--- src/rtl/pipe_ctrl_pkg.sv ---
// Shared definitions for the pipeline sequencing controller.
// Holds the controller state encoding, the architectural zero register,
// the legal multi-cycle latency range and the bundle of pipeline controls.
package pipe_ctrl_pkg;

    typedef enum logic {
        ST_RUN     = 1'b0,
        ST_MC_BUSY = 1'b1
    } ctrl_state_e;

    localparam logic [4:0] REG_ZERO = 5'd0;

    localparam int unsigned MC_LATENCY_MIN = 2;
    localparam int unsigned MC_LATENCY_MAX = 16;

    // Enables / bubble controls driven into the pipeline registers.
    typedef struct packed {
        logic pc_en;
        logic if_id_en;
        logic if_id_flush;
        logic id_ex_en;
        logic id_ex_bubble;
        logic ex_mem_bubble;
    } pipe_ctrl_t;

    // Everything advances, nothing is squashed.
    function automatic pipe_ctrl_t ctrl_normal();
        pipe_ctrl_t c;
        c.pc_en         = 1'b1;
        c.if_id_en      = 1'b1;
        c.if_id_flush   = 1'b0;
        c.id_ex_en      = 1'b1;
        c.id_ex_bubble  = 1'b0;
        c.ex_mem_bubble = 1'b0;
        return c;
    endfunction

endpackage

--- src/rtl/mc_latency_counter.sv ---
// Load/decrement down-counter tracking the remaining multi-cycle EX time.
// Ports: clk, rst (sync active-low), i_load/i_load_val load a new count,
//        i_dec decrements (stops at zero), o_zero flags a zero count.
module mc_latency_counter #(
    parameter int unsigned CNT_W = 4
) (
    input  logic             clk,
    input  logic             rst,
    input  logic             i_load,
    input  logic             i_dec,
    input  logic [CNT_W-1:0] i_load_val,
    output logic             o_zero
);

    logic [CNT_W-1:0] r_cnt;

    // Load has priority over decrement; decrement never wraps.
    always_ff @(posedge clk) begin
        if (!rst) begin
            r_cnt <= '0;
        end else if (i_load) begin
            r_cnt <= i_load_val;
        end else if (i_dec && (r_cnt != '0)) begin
            r_cnt <= r_cnt - CNT_W'(1);
        end
    end

    assign o_zero = (r_cnt == '0);

endmodule

--- src/rtl/hazard_stall_ctrl.sv ---
// Pipeline sequencing controller for the 5-stage CPU: drives PC / IF_ID /
// ID_EX / EX_MEM enables and bubble/flush controls for load-use hazards,
// taken-branch flushes and fixed-latency multi-cycle EX operations.
// Priority: multi-cycle stall > branch flush > load-use stall > normal.
// Outputs are combinational from state, count and inputs (zero latency).
// Ports:
//   clk, rst (sync active-low)
//   id_rs, id_rt, id_uses_rt          : source fields of the ID instruction
//   ex_mem_read, ex_rt                : load in EX and its destination
//   ex_multicycle, ex_branch_taken    : EX-stage events
//   pc_en, if_id_en, if_id_flush, id_ex_en, id_ex_bubble, ex_mem_bubble
//   mc_busy                           : controller is in MC_BUSY
// Optional (macro HAZ_STATS_EN): stall_cycles, flush_count saturating
// 16-bit statistics counters.
module hazard_stall_ctrl
    import pipe_ctrl_pkg::*;
#(
    parameter int unsigned MC_LATENCY = 4,
    parameter int unsigned CNT_W      = 4
) (
    input  logic        clk,
    input  logic        rst,
    input  logic [4:0]  id_rs,
    input  logic [4:0]  id_rt,
    input  logic        id_uses_rt,
    input  logic        ex_mem_read,
    input  logic [4:0]  ex_rt,
    input  logic        ex_multicycle,
    input  logic        ex_branch_taken,
    output logic        pc_en,
    output logic        if_id_en,
    output logic        if_id_flush,
    output logic        id_ex_en,
    output logic        id_ex_bubble,
    output logic        ex_mem_bubble,
    output logic        mc_busy
`ifdef HAZ_STATS_EN
    ,
    output logic [15:0] stall_cycles,
    output logic [15:0] flush_count
`endif
);

    localparam logic [CNT_W-1:0] MC_LOAD_VAL = CNT_W'(MC_LATENCY - 2);

    ctrl_state_e r_state;
    ctrl_state_e w_next_state;
    pipe_ctrl_t  w_ctrl;
    logic        w_load_use;
    logic        w_cnt_load;
    logic        w_cnt_dec;
    logic        w_cnt_zero;

    // Load-use: a load in EX whose destination feeds the ID instruction.
    assign w_load_use = ex_mem_read && (ex_rt != REG_ZERO) &&
                        ((ex_rt == id_rs) || (id_uses_rt && (ex_rt == id_rt)));

    // State register.
    always_ff @(posedge clk) begin
        if (!rst) begin
            r_state <= ST_RUN;
        end else begin
            r_state <= w_next_state;
        end
    end

    mc_latency_counter #(
        .CNT_W (CNT_W)
    ) u_mc_cnt (
        .clk        (clk),
        .rst        (rst),
        .i_load     (w_cnt_load),
        .i_dec      (w_cnt_dec),
        .i_load_val (MC_LOAD_VAL),
        .o_zero     (w_cnt_zero)
    );

    // Next-state and pipeline control decode.
    always_comb begin
        w_ctrl       = ctrl_normal();
        w_next_state = r_state;
        w_cnt_load   = 1'b0;
        w_cnt_dec    = 1'b0;

        if (!rst) begin
            // Neutral controls while held in reset.
            w_next_state = ST_RUN;
        end else begin
            unique case (r_state)
                ST_RUN: begin
                    if (ex_multicycle) begin
                        w_ctrl.pc_en         = 1'b0;
                        w_ctrl.if_id_en      = 1'b0;
                        w_ctrl.id_ex_en      = 1'b0;
                        w_ctrl.ex_mem_bubble = 1'b1;
                        w_next_state         = ST_MC_BUSY;
                        w_cnt_load           = 1'b1;
                    end else if (ex_branch_taken) begin
                        w_ctrl.if_id_flush  = 1'b1;
                        w_ctrl.id_ex_bubble = 1'b1;
                    end else if (w_load_use) begin
                        w_ctrl.pc_en        = 1'b0;
                        w_ctrl.if_id_en     = 1'b0;
                        w_ctrl.id_ex_bubble = 1'b1;
                    end
                end
                ST_MC_BUSY: begin
                    // Hazard/branch inputs are not evaluated while EX is occupied.
                    if (!w_cnt_zero) begin
                        w_ctrl.pc_en         = 1'b0;
                        w_ctrl.if_id_en      = 1'b0;
                        w_ctrl.id_ex_en      = 1'b0;
                        w_ctrl.ex_mem_bubble = 1'b1;
                        w_cnt_dec            = 1'b1;
                    end else begin
                        w_next_state = ST_RUN;
                    end
                end
                default: begin
                    w_next_state = ST_RUN;
                end
            endcase
        end
    end

    assign pc_en         = w_ctrl.pc_en;
    assign if_id_en      = w_ctrl.if_id_en;
    assign if_id_flush   = w_ctrl.if_id_flush;
    assign id_ex_en      = w_ctrl.id_ex_en;
    assign id_ex_bubble  = w_ctrl.id_ex_bubble;
    assign ex_mem_bubble = w_ctrl.ex_mem_bubble;
    assign mc_busy       = rst && (r_state == ST_MC_BUSY);

`ifdef HAZ_STATS_EN
    logic [15:0] r_stall_cycles;
    logic [15:0] r_flush_count;

    // Saturating event counters.
    always_ff @(posedge clk) begin
        if (!rst) begin
            r_stall_cycles <= '0;
            r_flush_count  <= '0;
        end else begin
            if (!w_ctrl.pc_en && (r_stall_cycles != 16'hFFFF)) begin
                r_stall_cycles <= r_stall_cycles + 16'd1;
            end
            if (w_ctrl.if_id_flush && (r_flush_count != 16'hFFFF)) begin
                r_flush_count <= r_flush_count + 16'd1;
            end
        end
    end

    assign stall_cycles = r_stall_cycles;
    assign flush_count  = r_flush_count;
`endif

endmodule

--- config.mk ---
export PLATFORM = sky130hd
export DESIGN_NAME = hazard_stall_ctrl
export DESIGN_NICKNAME = d
export VERILOG_FILES = /design/src/rtl/pipe_ctrl_pkg.sv /design/src/rtl/mc_latency_counter.sv /design/src/rtl/hazard_stall_ctrl.sv
export SDC_FILE = /design/constraint.sdc
export NUM_CORES = 1
export LEC_CHECK = 0
export CAP_MARGIN = 10
export CORE_UTILIZATION = 28
export CTS_CLUSTER_DIAMETER = 40
export CTS_CLUSTER_SIZE = 25
export DETAILED_ROUTE_END_ITERATION = 8
export GPL_TIMING_DRIVEN = 0
export PLACE_DENSITY_LB_ADDON = 0.05
export SLEW_MARGIN = 20
export SYNTH_ARGS = -nofsm -noshare
export SYNTH_HDL_FRONTEND = slang
export SYNTH_SLANG_ARGS = --single-unit
--- constraint.sdc ---
create_clock -name clk -period 2.7 [get_ports clk]
set_input_delay 0.81 -clock clk [delete_from_list [all_inputs] [get_ports clk]]
set_output_delay 0.81 -clock clk [all_outputs]
set_load 0.01 [all_outputs]
## After elaboration in Yosys (flattened, before gate mapping)

Index checks and enable logic that the tools add are counted.

- RAM bits: 0
- Word-level logic and storage cells: 44
- ROM bits: 0
- Memories kept: 0
- Register bits: 5
- Input port bits: 21
- Bits in latches: 0
- Output and inout bits: 7

- Mux-type cells: 25
- $mul: 0
- Order comparisons: 0
- Bitwise logic cells: 2
- Add/sub/neg operators: 1
- Shift-type cells: 0
- Divide/modulo/power cells: 0
- Reduce and logical (&&, ||, !) cells: 11
- Equal/unequal tests: 2

Operators by type and width:

| cell | count |
|---|---|
| $mux 1 | 15 |
| $mux 2 | 6 |
| $eq 5x5->1 | 2 |
| $mux 6 | 1 |
| $logic_and 1x1->1 | 5 |
| $reduce_bool 5->1 | 1 |
| $logic_not 4->1 | 1 |
| $pmux 1 s2 | 2 |
| $pmux 2 s2 | 1 |
| $reduce_bool 4->1 | 1 |
| $sub 4x1->4 const B | 1 |
| $not 1->1 | 2 |
| $reduce_bool 2->1 | 1 |
| $reduce_or 2->1 | 1 |
| $logic_or 1x1->1 | 1 |

## Longest topological paths before layout

- Depth in word-level cells: 9
- Gate-level depth with buffers: 8
- Mapped depth without buffers: 7

## Cells and area by module

A second synthesis with hierarchy kept.

- Cells, all modules: 64
- Area, all modules: 516.7 um2

By module, submodules not included:

| module | sequential area each (um2) | area an instance (um2) | times used | cells an instance |
|---|---|---|---|---|
| hazard_stall_ctrl | 20.0 | 260.2 | 1 | 33 |
| mc_latency_counter | 80.1 | 256.5 | 1 | 31 |

## Worst setup path before layout

No wires, ideal clock.

- Path kind: input to output
- Start: in ex_rt[1]
- End: out pc_en
- Path buffers: 1
- Slack: 0.034 ns
- Stages: 5
- Arrival: 1.856 ns
- Data required time: 1.890 ns
- Cells stage by stage: or4_1 > o21ai_1 > or4b_1 > o21a_1 > buf_4

- Longest elaborated chain between the ends: 9
- Elaborated cells on any way between the ends: 12
- Classes of those cells: 2 x eq/ne; 5 x mux; 5 x reduce/logical

Ends and longest elaborated chain:

| element | RTL line | text |
|---|---|---|
| from (decl) | hazard_stall_ctrl.sv:27 | `input logic [4:0] ex_rt,` |
| $eq 5x5->1 | hazard_stall_ctrl.sv:56 | `((ex_rt == id_rs) \|\| (id_uses_rt && (ex_rt == id_rt)));` |
| $logic_and 1x1->1 | hazard_stall_ctrl.sv:56 |  |
| $logic_or 1x1->1 | hazard_stall_ctrl.sv:56 |  |
| $logic_and 1x1->1 (*) | hazard_stall_ctrl.sv:55 | `assign w_load_use = ex_mem_read && (ex_rt != REG_ZERO) &&` |
| $mux 2 (*) | hazard_stall_ctrl.sv:101 | `end else if (w_load_use) begin` |
| $mux 2 (*) | hazard_stall_ctrl.sv:98 | `end else if (ex_branch_taken) begin` |
| $mux 2 (*) | hazard_stall_ctrl.sv:91 | `if (ex_multicycle) begin` |
| $pmux 2 s2 (*) | hazard_stall_ctrl.sv:89 | `unique case (r_state)` |
| $mux 6 (*) | hazard_stall_ctrl.sv:85 | `if (!rst) begin` |
| to (decl) | hazard_stall_ctrl.sv:30 | `output logic pc_en,` |

Every way passes the cells marked *; elsewhere a longest branch is shown, timed or not.

## Worst setup path in the final report

Ends and elaborated chain as after synthesis.

==> run metrics <==
Core ar. between 1500 and 2000 um2; hold buffers post-CTS 0; Synth cell types 27; fmax roughly 360 MHz; most common cell in the netlist xor2_1; first-pass GRT wire length 2060 um; GRT Total Usage between 10% and 20%; RSZ-0062 raised after global routing true; clk root buf clkbuf_4; final antenna diode count 0; Critical Path Sink Type output pin; Nets ~110; WHS roughly 570 ps; syn nets between 70 and 80; main area contributors after synthesis dfxtp_1 (22%), xor2_1 (18%), and2_1 (5.6%); P_leak about 0.34 nW; CP required around 1900 ps; die area ~1800 um2; Clock transition at path regs around 50 ps; wire per inst ~13 um; area grow syn2layout 73.7%; Pre-antenna DRT Iters 4; via count ~500; sequential share of the synthesized area around 22%; share of layout cells above drive strength 1 32.9%; Synth top area share 22.3%; # rows 14; # fillers around 150; CTS tree done; period utilisation layout 104%; Post-Synthesis Cells 52; gpl congestion around 0.73; Ports 28; FF/Latch Area ~100 um2; signal arrival time at the worst endpoint 2010 ps; Power Dens Cells ~370 nW/um2; clk_skew roughly 0.76 ps; synthesized flop and latch total 5; CTS Buf Count 3; max-slew violation count 0; Initial Utilization approximately 30%; die extent in y roughly 42 um; Crit Path Max Fanout 3; Final Hold Vio Count 0; failing checks setup timing; Die W around 42 um; antenna viol nets, final 0; Synthesis Warnings 0; Startpoint Class input pin; synth cell count leaders xor2_1 (9), dfxtp_1 (5), and2_1 (4), o21ai_0 (4); vias in the first global route 450; worst setup path class in2out; leading area contributor after synthesis dfxtp_1; CTS max path bufs 2; GR Overflow Total 0; final standard cell area without fillers slightly below 800 um2; largest net degree at the start of global routing 11; IO Port Bufs 27; non-filler cells, final between 100 and 150; Slew HR about four fifths; Worst IR Drop VDD approximately 280 uV; Max Cap Viol 0; total routed wirelength approximately 1300 um; Skew-Pair Late Insertion Delay about 240 ps; DRC Markers 0; placed inst area 738 um2; Tmin final roughly 2800 ps; multi-input logic area 349 um2; CTS H-tree lvls 1; clk sinks 5; worst min-delay path category reg2reg; status finished, violations left; Setup violations, final 3; syn avg cell area around 8.6 um2; Async S/R FF share, synth 0%; EDFF count, synth 0; Vias/cell around 5; post-synthesis instance area between 400 and 500 um2; Least-Margin Pin Slew between 300 and 400 ps; Worst Setup Slack, final -116 ps; hpwl dp approximately 1000 um; initial antenna violation count 0; drt first-iter violations 5; Post-synth top flop dfxtp_1; Inst Count DP 95
-- final cells by class --
class                   count  area share, %
flip-flops and latches      5           13.2
clock buffers               4           3.38
multi-input cells          42           44.9
inverters                   4           1.93
repair buffers             29           32.6
well taps                  16           2.57
plain buffers               1           1.45
-- power by group --
group / internal, mW / switching [mW] / leakage [nW]
Sequential: 0.0812 / 0.0101 / 0.0417
Clock: 0.0560 / 0.0325 / 0.0150
Combinational: 0.0644 / 0.0456 / 0.279
-- worst paths after layout --
check | slack [ps] | from | end | cells after the start
max reg2reg | 1310 | u_mc_cnt.r_cnt[0] | u_mc_cnt.r_cnt[1] | 5
min | 570 | u_mc_cnt.r_cnt[1] | u_mc_cnt.r_cnt[1] | 1
min reg2reg | 570 | u_mc_cnt.r_cnt[1] | u_mc_cnt.r_cnt[1] | 1
max | -120 | ex_rt[1] | pc_en | 7
-- through the flow --
step | setup TNS, ps | util [%] | power [mW] | worst slack [ps]
detailed placement | -4120 | 49.0 | 0.203 | -980
CTS | -289 | 50.2 | 0.288 | -180
floorplan | 0 | - | 0.142 | 34.1
global route | -411 | 51.7 | 0.306 | -188
finish | -204 | 51.7 | 0.290 | -116
global placement | -4220 | 49.0 | 0.202 | -976
-- cell usage in the layout, fill, tap and decap left out, types with 2 or more instances in the layout --
| master | instances |
|---|---|
| xor2_1 | 9 |
| buf_4 | 3 |
| clkdlybuf4s50_1 | 2 |
| buf_6 | 5 |
| dfxtp_1 | 3 |
| buf_2 | 5 |
| dfxtp_2 | 2 |
| clkbuf_4 | 3 |
| and2_1 | 4 |
| buf_8 | 2 |
| o21ai_0 | 4 |
| dlygate4sd2_1 | 11 |
| o221a_1 | 2 |
| inv_1 | 3 |
-- worst max-delay path, stage by stage --
cell     delay [ps]
buf_8           100
or4_4           540
o21ai_2         120
or4b_1          110
o21a_1          140
buf_6           100
buf_6            80
-- state kept, by name (all words and copies together), names as in the netlist --
| name | cells |
|---|---|
| r_state | 1 |
| u_mc_cnt.r_cnt | 4 |
-- per-layer routing --
layer  routed length (um)  up-vias  global-route usage, %  share of wire [%]
met5                    0        -                      0                  0
met4                    0        0                   7.74                  0
met3                   17        0                   1.29                1.3
met2                  722        3                   26.6                 57
met1                  524      236                   18.9                 41
li1                     -      257                      -                  -
-- timing repair --
item,4_1_cts,5_1_grt
pin swaps,16,5
setup buffers,1,1
resized for setup,77,5
endpoints found under the setup margin,7,4
-- cells by family after synthesis --
kind of cell / after synthesis / share of synthesized area, %
and+or+nand+nor: 17 / 27.7
AOI/OAI and AO/OA: 14 / 22.6
xor gates and xnor gates: 10 / 19.6
buffers and inverters: 5 / 5.03
DFF: 5 / 22.3
adders and majority gates: 1 / 2.79
No activity file was read; power rests on OpenSTA's default activity.
